**config.mk**
```make
export PLATFORM = sky130hd
export DESIGN_NAME = horner_controle_param_flat
export DESIGN_NICKNAME = d
export VERILOG_FILES = /design/src/rtl/horner_controle_param_pkg.sv /design/src/rtl/horner_controle_param_if.sv /design/src/rtl/horner_controle_param_datapath.sv /design/src/rtl/horner_controle_param.sv /design/src/flat_wrapper.sv
export SDC_FILE = /design/constraint.sdc
export NUM_CORES = 1
export LEC_CHECK = 0
export CAP_MARGIN = 20
export CORE_ASPECT_RATIO = 1.4
export CORE_MARGIN = 1.5
export CORE_UTILIZATION = 48
export CTS_CLUSTER_DIAMETER = 200
export CTS_CLUSTER_SIZE = 28
export DETAILED_ROUTE_END_ITERATION = 16
export PLACE_DENSITY = 0.78
export SYNTH_ARGS = -nofsm -noshare
export SYNTH_HDL_FRONTEND = slang
export SYNTH_HIERARCHICAL = 1
export SYNTH_SLANG_ARGS = --single-unit
```
**constraint.sdc**
```tcl
create_clock -name clk_i -period 5.2 [get_ports clk_i]
set_clock_uncertainty 0.1 [all_clocks]
set_input_delay 1.3 -clock clk_i [delete_from_list [all_inputs] [get_ports clk_i]]
set_output_delay 1.3 -clock clk_i [all_outputs]
set_load 0.005 [all_outputs]
```
**src/rtl/horner_controle_param_pkg.sv**
```systemverilog
// Shared types and constants for the Horner polynomial evaluator.
// State encodings are fixed because they are visible on the state port.
package horner_pkg;

   localparam int DEF_WIDTH  = 8;
   localparam int DEF_DEGREE = 2;

   typedef enum logic [2:0] {
      S_IDLE   = 3'd0,
      S_INIT   = 3'd1,
      S_LOAD_H = 3'd2,
      S_MUL    = 3'd3,
      S_ADD    = 3'd4,
      S_DONE   = 3'd5
   } state_t;

   typedef enum logic [1:0] {
      H_HOLD = 2'd0,
      H_COEF = 2'd1,
      H_MUL  = 2'd2,
      H_ADD  = 2'd3
   } h_sel_t;

   // A degree-0 polynomial still needs a one-bit address.
   function automatic int addr_width(input int degree);
      return (degree < 1) ? 1 : $clog2(degree + 1);
   endfunction

endpackage

```
**src/rtl/horner_controle_param_if.sv**
```systemverilog
// Host handshake plus coefficient ROM port of the Horner evaluator.
// The master side is the host/ROM, the slave side is the evaluator.
interface horner_controle_param_if #(
   parameter int WIDTH = 8,
   parameter int AW    = 2
);
   logic             start;
   logic [WIDTH-1:0] x_in;
   logic             ready;
   logic             valid;
   logic [WIDTH-1:0] y;
   logic [2:0]       state;
   logic [AW-1:0]    coef_addr;
   logic [WIDTH-1:0] coef_data;

   modport master (
      output start, x_in, coef_data,
      input  ready, valid, y, state, coef_addr
   );

   modport slave (
      input  start, x_in, coef_data,
      output ready, valid, y, state, coef_addr
   );
endinterface

```
**src/rtl/horner_controle_param_datapath.sv**
```systemverilog
// X/H/S registers with multiplier and adder for Horner evaluation.
// HORNER_OVF_EN adds sticky overflow tracking and the ovf_o output.
module horner_datapath
   import horner_pkg::*;
#(
   parameter int WIDTH = DEF_WIDTH
) (
   input  logic             clk_i,
   input  logic             rst_i,
   input  logic             ld_x_i,
   input  logic [WIDTH-1:0] x_i,
   input  logic [WIDTH-1:0] coef_i,
   input  h_sel_t           h_sel_i,
   input  logic             s_ld_i,
   input  logic             s_from_coef_i,
   output logic [WIDTH-1:0] y_o
`ifdef HORNER_OVF_EN
   ,
   input  logic             ovf_clr_i,
   output logic             ovf_o
`endif
);

   logic [WIDTH-1:0] x_q, x_d;
   logic [WIDTH-1:0] h_q, h_d;
   logic [WIDTH-1:0] s_q, s_d;
   logic [WIDTH-1:0] prod_lo;
   logic [WIDTH-1:0] sum_lo;

`ifdef HORNER_OVF_EN
   logic [2*WIDTH-1:0] prod;
   logic [WIDTH:0]     sum;
   logic               acc_q, acc_d;
   logic               ovf_q, ovf_d;

   assign prod    = {{WIDTH{1'b0}}, h_q} * {{WIDTH{1'b0}}, x_q};
   assign sum     = {1'b0, h_q} + {1'b0, coef_i};
   assign prod_lo = prod[WIDTH-1:0];
   assign sum_lo  = sum[WIDTH-1:0];

   // acc tracks the running evaluation; ovf_q is only published with y.
   always_comb begin
      acc_d = acc_q;
      if (ovf_clr_i) begin
         acc_d = 1'b0;
      end else if (h_sel_i == H_MUL && (|prod[2*WIDTH-1:WIDTH])) begin
         acc_d = 1'b1;
      end else if (h_sel_i == H_ADD && sum[WIDTH]) begin
         acc_d = 1'b1;
      end
      ovf_d = ovf_q;
      if (s_ld_i) begin
         ovf_d = acc_d;
      end
   end

   always_ff @(posedge clk_i) begin
      if (rst_i) begin
         acc_q <= 1'b0;
         ovf_q <= 1'b0;
      end else begin
         acc_q <= acc_d;
         ovf_q <= ovf_d;
      end
   end

   assign ovf_o = ovf_q;
`else
   assign prod_lo = h_q * x_q;
   assign sum_lo  = h_q + coef_i;
`endif

   always_comb begin
      x_d = ld_x_i ? x_i : x_q;
      h_d = h_q;
      unique case (h_sel_i)
         H_COEF:  h_d = coef_i;
         H_MUL:   h_d = prod_lo;
         H_ADD:   h_d = sum_lo;
         default: h_d = h_q;
      endcase
      s_d = s_q;
      if (s_ld_i) begin
         s_d = s_from_coef_i ? coef_i : sum_lo;
      end
   end

   always_ff @(posedge clk_i) begin
      if (rst_i) begin
         x_q <= '0;
         h_q <= '0;
         s_q <= '0;
      end else begin
         x_q <= x_d;
         h_q <= h_d;
         s_q <= s_d;
      end
   end

   assign y_o = s_q;

endmodule

```
**src/rtl/horner_controle_param.sv**
```systemverilog
// Horner polynomial evaluator: FSM and coefficient index counter.
// Define HORNER_OVF_EN to add the sticky overflow output ovf_o.
//
// state  | meaning
// IDLE   | ready for start, x captured on accept
// INIT   | address a[DEGREE] into the ROM
// LOAD_H | H <= a[DEGREE]
// MUL    | H <= H*X, address a[idx]
// ADD    | H <= H + a[idx], last step also loads S
// DONE   | valid pulse, y holds the new result
module horner_controle_param
   import horner_pkg::*;
#(
   parameter int WIDTH  = DEF_WIDTH,
   parameter int DEGREE = DEF_DEGREE
) (
   input  logic                    clk_i,
   input  logic                    rst_i,
   horner_controle_param_if.slave  bus
`ifdef HORNER_OVF_EN
   ,
   output logic                    ovf_o
`endif
);

   localparam int            AW      = addr_width(DEGREE);
   localparam logic [AW-1:0] IDX_TOP = AW'(DEGREE);

   state_t        state_q, state_d;
   logic [AW-1:0] idx_q, idx_d;
   logic          start_acc;
   h_sel_t        h_sel;
   logic          s_ld;
   logic          s_from_coef;
   logic [AW-1:0] addr;

   always_ff @(posedge clk_i) begin
      if (rst_i) begin
         state_q <= S_IDLE;
         idx_q   <= '0;
      end else begin
         state_q <= state_d;
         idx_q   <= idx_d;
      end
   end

   always_comb begin
      state_d     = state_q;
      idx_d       = idx_q;
      start_acc   = 1'b0;
      h_sel       = H_HOLD;
      s_ld        = 1'b0;
      s_from_coef = 1'b0;
      addr        = '0;
      case (state_q)
         S_IDLE: begin
            if (bus.start) begin
               start_acc = 1'b1;
               idx_d     = IDX_TOP;
               state_d   = S_INIT;
            end
         end
         S_INIT: begin
            addr    = IDX_TOP;
            state_d = S_LOAD_H;
         end
         S_LOAD_H: begin
            h_sel = H_COEF;
            // A constant polynomial is finished as soon as a0 arrives.
            if (DEGREE == 0) begin
               s_ld        = 1'b1;
               s_from_coef = 1'b1;
               state_d     = S_DONE;
            end else begin
               idx_d   = idx_q - AW'(1);
               state_d = S_MUL;
            end
         end
         S_MUL: begin
            addr    = idx_q;
            h_sel   = H_MUL;
            state_d = S_ADD;
         end
         S_ADD: begin
            h_sel = H_ADD;
            if (idx_q == '0) begin
               s_ld    = 1'b1;
               state_d = S_DONE;
            end else begin
               idx_d   = idx_q - AW'(1);
               state_d = S_MUL;
            end
         end
         S_DONE: begin
            state_d = S_IDLE;
         end
         default: begin
            state_d = S_IDLE;
         end
      endcase
   end

   horner_datapath #(
      .WIDTH (WIDTH)
   ) u_dp (
      .clk_i         (clk_i),
      .rst_i         (rst_i),
      .ld_x_i        (start_acc),
      .x_i           (bus.x_in),
      .coef_i        (bus.coef_data),
      .h_sel_i       (h_sel),
      .s_ld_i        (s_ld),
      .s_from_coef_i (s_from_coef),
      .y_o           (bus.y)
`ifdef HORNER_OVF_EN
      ,
      .ovf_clr_i     (start_acc),
      .ovf_o         (ovf_o)
`endif
   );

   assign bus.ready     = (state_q == S_IDLE);
   assign bus.valid     = (state_q == S_DONE);
   assign bus.state     = state_q;
   assign bus.coef_addr = addr;

endmodule

```
**src/flat_wrapper.sv**
```systemverilog
// flat-port wrapper written by rule: the top's interface ports become plain ports
module horner_controle_param_flat import horner_pkg::*;
#(
   parameter int WIDTH  = DEF_WIDTH,
   parameter int DEGREE = DEF_DEGREE
)
  (clk_i, rst_i, bus_start, bus_x_in, bus_coef_data, bus_ready, bus_valid, bus_y, bus_state, bus_coef_addr);
  horner_controle_param_if #(.WIDTH(WIDTH), .AW(2)) bus_i ();
  input  logic clk_i;
  input  logic rst_i;
  input wire logic [$bits(bus_i.start)-1:0] bus_start;
  input wire logic [$bits(bus_i.x_in)-1:0] bus_x_in;
  input wire logic [$bits(bus_i.coef_data)-1:0] bus_coef_data;
  output wire logic [$bits(bus_i.ready)-1:0] bus_ready;
  output wire logic [$bits(bus_i.valid)-1:0] bus_valid;
  output wire logic [$bits(bus_i.y)-1:0] bus_y;
  output wire logic [$bits(bus_i.state)-1:0] bus_state;
  output wire logic [$bits(bus_i.coef_addr)-1:0] bus_coef_addr;
  assign bus_i.start = bus_start;
  assign bus_i.x_in = bus_x_in;
  assign bus_i.coef_data = bus_coef_data;
  assign bus_ready = bus_i.ready;
  assign bus_valid = bus_i.valid;
  assign bus_y = bus_i.y;
  assign bus_state = bus_i.state;
  assign bus_coef_addr = bus_i.coef_addr;
  horner_controle_param #(.WIDTH(WIDTH), .DEGREE(DEGREE)) u_core (.clk_i(clk_i), .rst_i(rst_i), .bus(bus_i));
endmodule
```
# Word level (Yosys, flattened, before mapping)
# Cells that the tools add are included.
[totals]
register_bits = 29
inputBits = 19
out_inout_bits = 15
word_cells = 36
[classes]
addsub = 2
mul = 1
n_eq_ne = 10
muxes = 13
reduce_logical = 5
[op_table]
columns = ["operator", "count"]
rows = [
  ["one-hot mux 8 bit (3 select lines)", 1],
  ["one-hot mux 3 bit (5 select lines)", 1],
  ["one-hot mux 2 bit (3 select lines)", 2],
  ["adder 8 bit", 1],
  ["multiplier 8 x 8 -> 8 bit", 1],
  ["== test 3 x 2 -> 1 bit (second input constant)", 2],
  ["== test 3 bit (second input constant)", 2],
  ["two-way mux 3 bit", 2],
  ["nonzero test 3 bit", 2],
  ["== test 2 bit (second input constant)", 2],
  ["two-way mux 1 bit", 4],
  ["two-way mux 2 bit", 2],
  ["inequality test 2 bit (second input constant)", 2],
  ["one-hot mux 2 bit (2 select lines)", 1],
  ["== test 3 x 1 -> 1 bit (second input constant)", 1],
  ["logical NOT 3 bit", 1],
  ["AND reduction 3 bit", 1],
  ["== test 2 x 1 -> 1 bit (second input constant)", 1],
  ["logical NOT 2 bit", 1],
  ["subtractor 2 x 1 -> 2 bit (second input constant)", 1],
]

# Longest topological paths before layout
[depth]
word_depth = 4
depth_mapped = 15
depth_no_buf = 15

# By module
# Netlist, hierarchy kept.
[modules_own_cells]
columns = ["module", "instances", "cells_each", "area_each_um2", "seq_area_each_um2"]
rows = [
  ["horner_datapath", 1, 243, 2209.6, 480.5],
  ["horner_controle_param", 1, 46, 362.8, 100.1],
]

# Least setup slack after synthesis
# OpenSTA, ideal clock, no wires.
[synth_timing]
path_type = "reg-to-reg"
from = "register u_core.u_dp.h_q[1]"
to = "register u_core.u_dp.h_q[7]"
setup_ns = 0.131
t_arrival_ns = 3.901
required_ns = 4.969
setup_slack_ns = 1.068
path_stages_with_launch = 15
path_buffers = 0
period_less_slack_ns = 4.132
path_cell_list = "dfxtp_1 nand2_1 fa_1 fa_1 inv_1 fa_1 inv_1 fa_1 inv_1 ha_1 a21oi_1 xnor3_1 xnor3_1 a31oi_1 o22ai_1"
[synth_via]
elab_chain_len = 2
elab_cells_between_ends = 3
classes_between = "add/sub (1); mul (1); mux (1)"
[synth_lines]
columns = ["element", "line", "text"]
rows = [
  ["start: declaration", "horner_controle_param_datapath.sv:25", "logic [WIDTH-1:0] h_q, h_d;"],
  ["start signal: assignment", "horner_controle_param_datapath.sv:91", "h_q <= '0;"],
  ["start signal: assignment", "horner_controle_param_datapath.sv:95", "h_q <= h_d;"],
  ["multiplier 8 x 8 -> 8 bit / adder 8 bit (equally long branches)", "horner_controle_param_datapath.sv:69, horner_controle_param_datapath.sv:70", ""],
  ["one-hot mux 8 bit (3 select lines) *", "horner_controle_param_datapath.sv:76", "unique case (h_sel_i)"],
]
# Every way passes the cells marked *; elsewhere a longest branch is shown, timed or not.
# A chain may end at the register's enable or synchronous reset.

# Final worst setup path
# Same ends and word-level chain as after synthesis.

==> reports/qor.txt <==
Max Clk Rate: 227.4 MHz
clock slew at reported path FFs: 0.07 ns
vias in the first global route: 2080
cell area after synthesis: 2572 sq um
setup TNS: 0 ns
fillcell total: 448
Clock Tree Buf Depth: 2
Die X: 64.87 microns
met2 usage: 0.3889
Primary FF master, synth: dfxtp_1
# DRC: 0
simple-gate share of the synthesized area: 0.1761
synthesized area per cell: 8.901 sq um
sequential area share after synthesis: 0.2257
Synthesis Warnings: 6
WS Path Type: register to register
# IOs: 34
DRT Pass-1 Iters: 4
Hold Vio Cnt, Final: 0
routed length per instance: 14.51 microns
CTS resizes: 0
worst skew pair latency: 0.27 ns
sequential cell area: 580.6 sq um
vias per cell: 5.465
DR vias: 2126
Synth Instances: 289
GR Overflow Total: 0
HPWL after DPL: 4274 microns
drt initial violations: 51
synthesis-to-finish area growth: 18.14%
Starting Density: 0.4987
row count: 31
hold buffer count at CTS: 0
R2R Path End: u_core/u_dp/h_q[7]$_SDFFE_PP0P_
post-synthesis mux area share: 0.09776
period utilization: 0.8458
root buf cell: clkbuf_8
Leakage: 1.346 nW
Post-synth ARST share: 0
routing usage on met3: 0.02369
routability cong.: 0.8035
number of synthesized flops with an enable pin: 0
GRT busiest layer: met2
Core Area: 5159 sq um
outcome: finished clean
H-tree levels: 2
hold endpoint: u_core/u_dp/y_o[0]$_SDFFE_PP0P_
initial antenna violation count: 0
postcts setup bufs: 0
WHS Path Cells: 2
CTS sink cnt: 29
die span in y: 89.62 microns
RSZ-0062 raised after global routing: false
port bufs: 33
Post-Synth Adder-Cell Area: 0.2179
first-pass GRT wire length: 9597 microns
maxcap violations: 0
VDD IR-drop max: 0.0001434 V
Crit. End Element: register
CTS tree: yes
Compound-Gate Fraction of Synth Area: 0.1265
Die Area: 5814 sq um
largest family of logic cells by synthesized area: adder cells
Setup crit start kind: register
FF-to-FF setup slack: 0.80 ns
M1 GR Usage: 0.2555
Synth Area in XOR/XNOR: 0.08512
PwrDens: 202.6 nW/um^2
GRT Total Usage: 0.2132
layout cells sized above 1: 0.07740
ANT cells: 0
crit path from: u_core/u_dp/h_q[1]$_SDFFE_PP0P_
number of synthesized register bits: 29
Nets: 378
Final Max Slew Viols: 0
worst hold slack: 0.3897 ns
Hold Path Origin: u_core/u_dp/y_o[0]$_SDFFE_PP0P_
critical path required time: 5.26 ns
Multi-input gate area: 1817 sq um
Num CTS Buffers: 5
post-route minimum period: 4.398 ns
Max FO, Critical Path: 10
Hold Crit Class: register to register
Post-DRT Antenna Nets: 0
reg2reg start: u_core/u_dp/h_q[1]$_SDFFE_PP0P_
Netlist cell types: 53
Critical Path AT: 4.46 ns
R2R cell count: 14
largest net degree at the start of global routing: 25
WL final: 5644 microns
Final setup violation count: 0
-- per-stage QoR --
stage	cells	instance area, sq um	setup WS (ns)	power (mW)	util
after global routing	389	3039	0.5832	0.6523	0.5891
after detailed placement	381	2957	0.8144	0.4396	0.5731
after floorplan	290	2576	1.068	0.3800	-
final	389	3039	0.8018	0.6158	0.5891
after global placement	381	2957	0.9326	0.4345	0.5731
after CTS	389	3039	0.7910	0.6218	0.5891
-- worst max path at each step --
stage	to	depth (start not counted)
3_3_place_gp	u_core/u_dp/h_q[7]$_SDFFE_PP0P_	14
5_1_grt	u_core/u_dp/h_q[7]$_SDFFE_PP0P_	14
3_5_place_dp	u_core/u_dp/h_q[7]$_SDFFE_PP0P_	14
6_report	u_core/u_dp/h_q[7]$_SDFFE_PP0P_	14
4_1_cts	u_core/u_dp/h_q[7]$_SDFFE_PP0P_	14
2_1_floorplan	u_core/u_dp/h_q[7]$_SDFFE_PP0P_	14
-- cells in the final DEF, fill, tap and decap left out, drive strengths merged, types with 6 or more instances in the layout --
master / count
clkdlybuf4s50: 33
inv: 33
dfxtp: 29
nand2: 26
nor2: 24
ha: 24
and2: 21
mux2i: 15
fa: 13
xnor2: 13
a21oi: 11
a211oi: 9
xor2: 6
clkbuf: 6
-- flip-flops by register name, summed over array words and instances, names as in the netlist --
name and cells:
u_core/idx_q 2, u_core/u_dp/y_o 8, u_core/u_dp/h_q 8, u_core/u_dp/x_q 8, u_core/bus.state 3
-- critical path, cell delays in order, from the launching register on --
cell and delay, ns:
dfxtp_1 0.54, nand2_1 0.14, fa_1 0.47, fa_1 0.55
inv_1 0.05, fa_1 0.48, inv_1 0.05, fa_1 0.53
inv_1 0.04, ha_1 0.31, a21oi_1 0.17, xnor3_1 0.24
xnor3_1 0.36, a31oi_1 0.18, o22ai_1 0.09
-- layer usage --
metal,part of all wire,up-vias,wire [microns]
met5,0,-,0
met4,0.024,0,133
met3,0.041,10,232
met2,0.52,53,2931
met1,0.42,1019,2346
li1,-,1044,-
-- cell usage after synthesis, types with 5 or more instances --
cell / instances / area, sq um
and2_1: 19 / 118.9
ha_1: 24 / 300.3
nor2_1: 24 / 90.09
dfxtp_1: 29 / 580.6
xor2_1: 6 / 52.55
clkbuf_1: 5 / 18.77
mux2i_1: 15 / 150.1
xnor2_1: 12 / 105.1
a21oi_1: 11 / 55.05
inv_1: 33 / 123.9
a211oi_1: 9 / 67.56
nand2_1: 22 / 82.58
fa_1: 13 / 260.3
-- power breakdown --
group	internal [mW]	total, mW	switching (mW)	leakage (nW)
logic	0.0882	0.171	0.0830	1.06
clock network	0.0926	0.178	0.0857	0.0450
registers	0.238	0.266	0.0284	0.237
total	0.419	0.616	0.197	1.35
-- cell type report --
cell class / count / share of cell area
inverters: 33 / 0.04076
multi-input cells: 217 / 0.5978
flip-flops and latches: 29 / 0.1910
repair buffers: 36 / 0.1161
well taps: 66 / 0.02717
clock inverters: 2 / 0.003294
clock buffers: 6 / 0.02388
-- kinds of logic (layout without fill, tap and decap cells) --
family | after synthesis | in the layout
buffers and inverters | 44 | 77
flip-flops | 29 | 29
multiplexers | 20 | 20
XOR/XNOR | 21 | 21
AO/OA/AOI/OAI | 48 | 48
AND/OR/NAND/NOR | 89 | 89
adder cells (fa/ha/maj) | 37 | 37
other | 1 | 2
No activity file was read; power rests on OpenSTA's default activity.
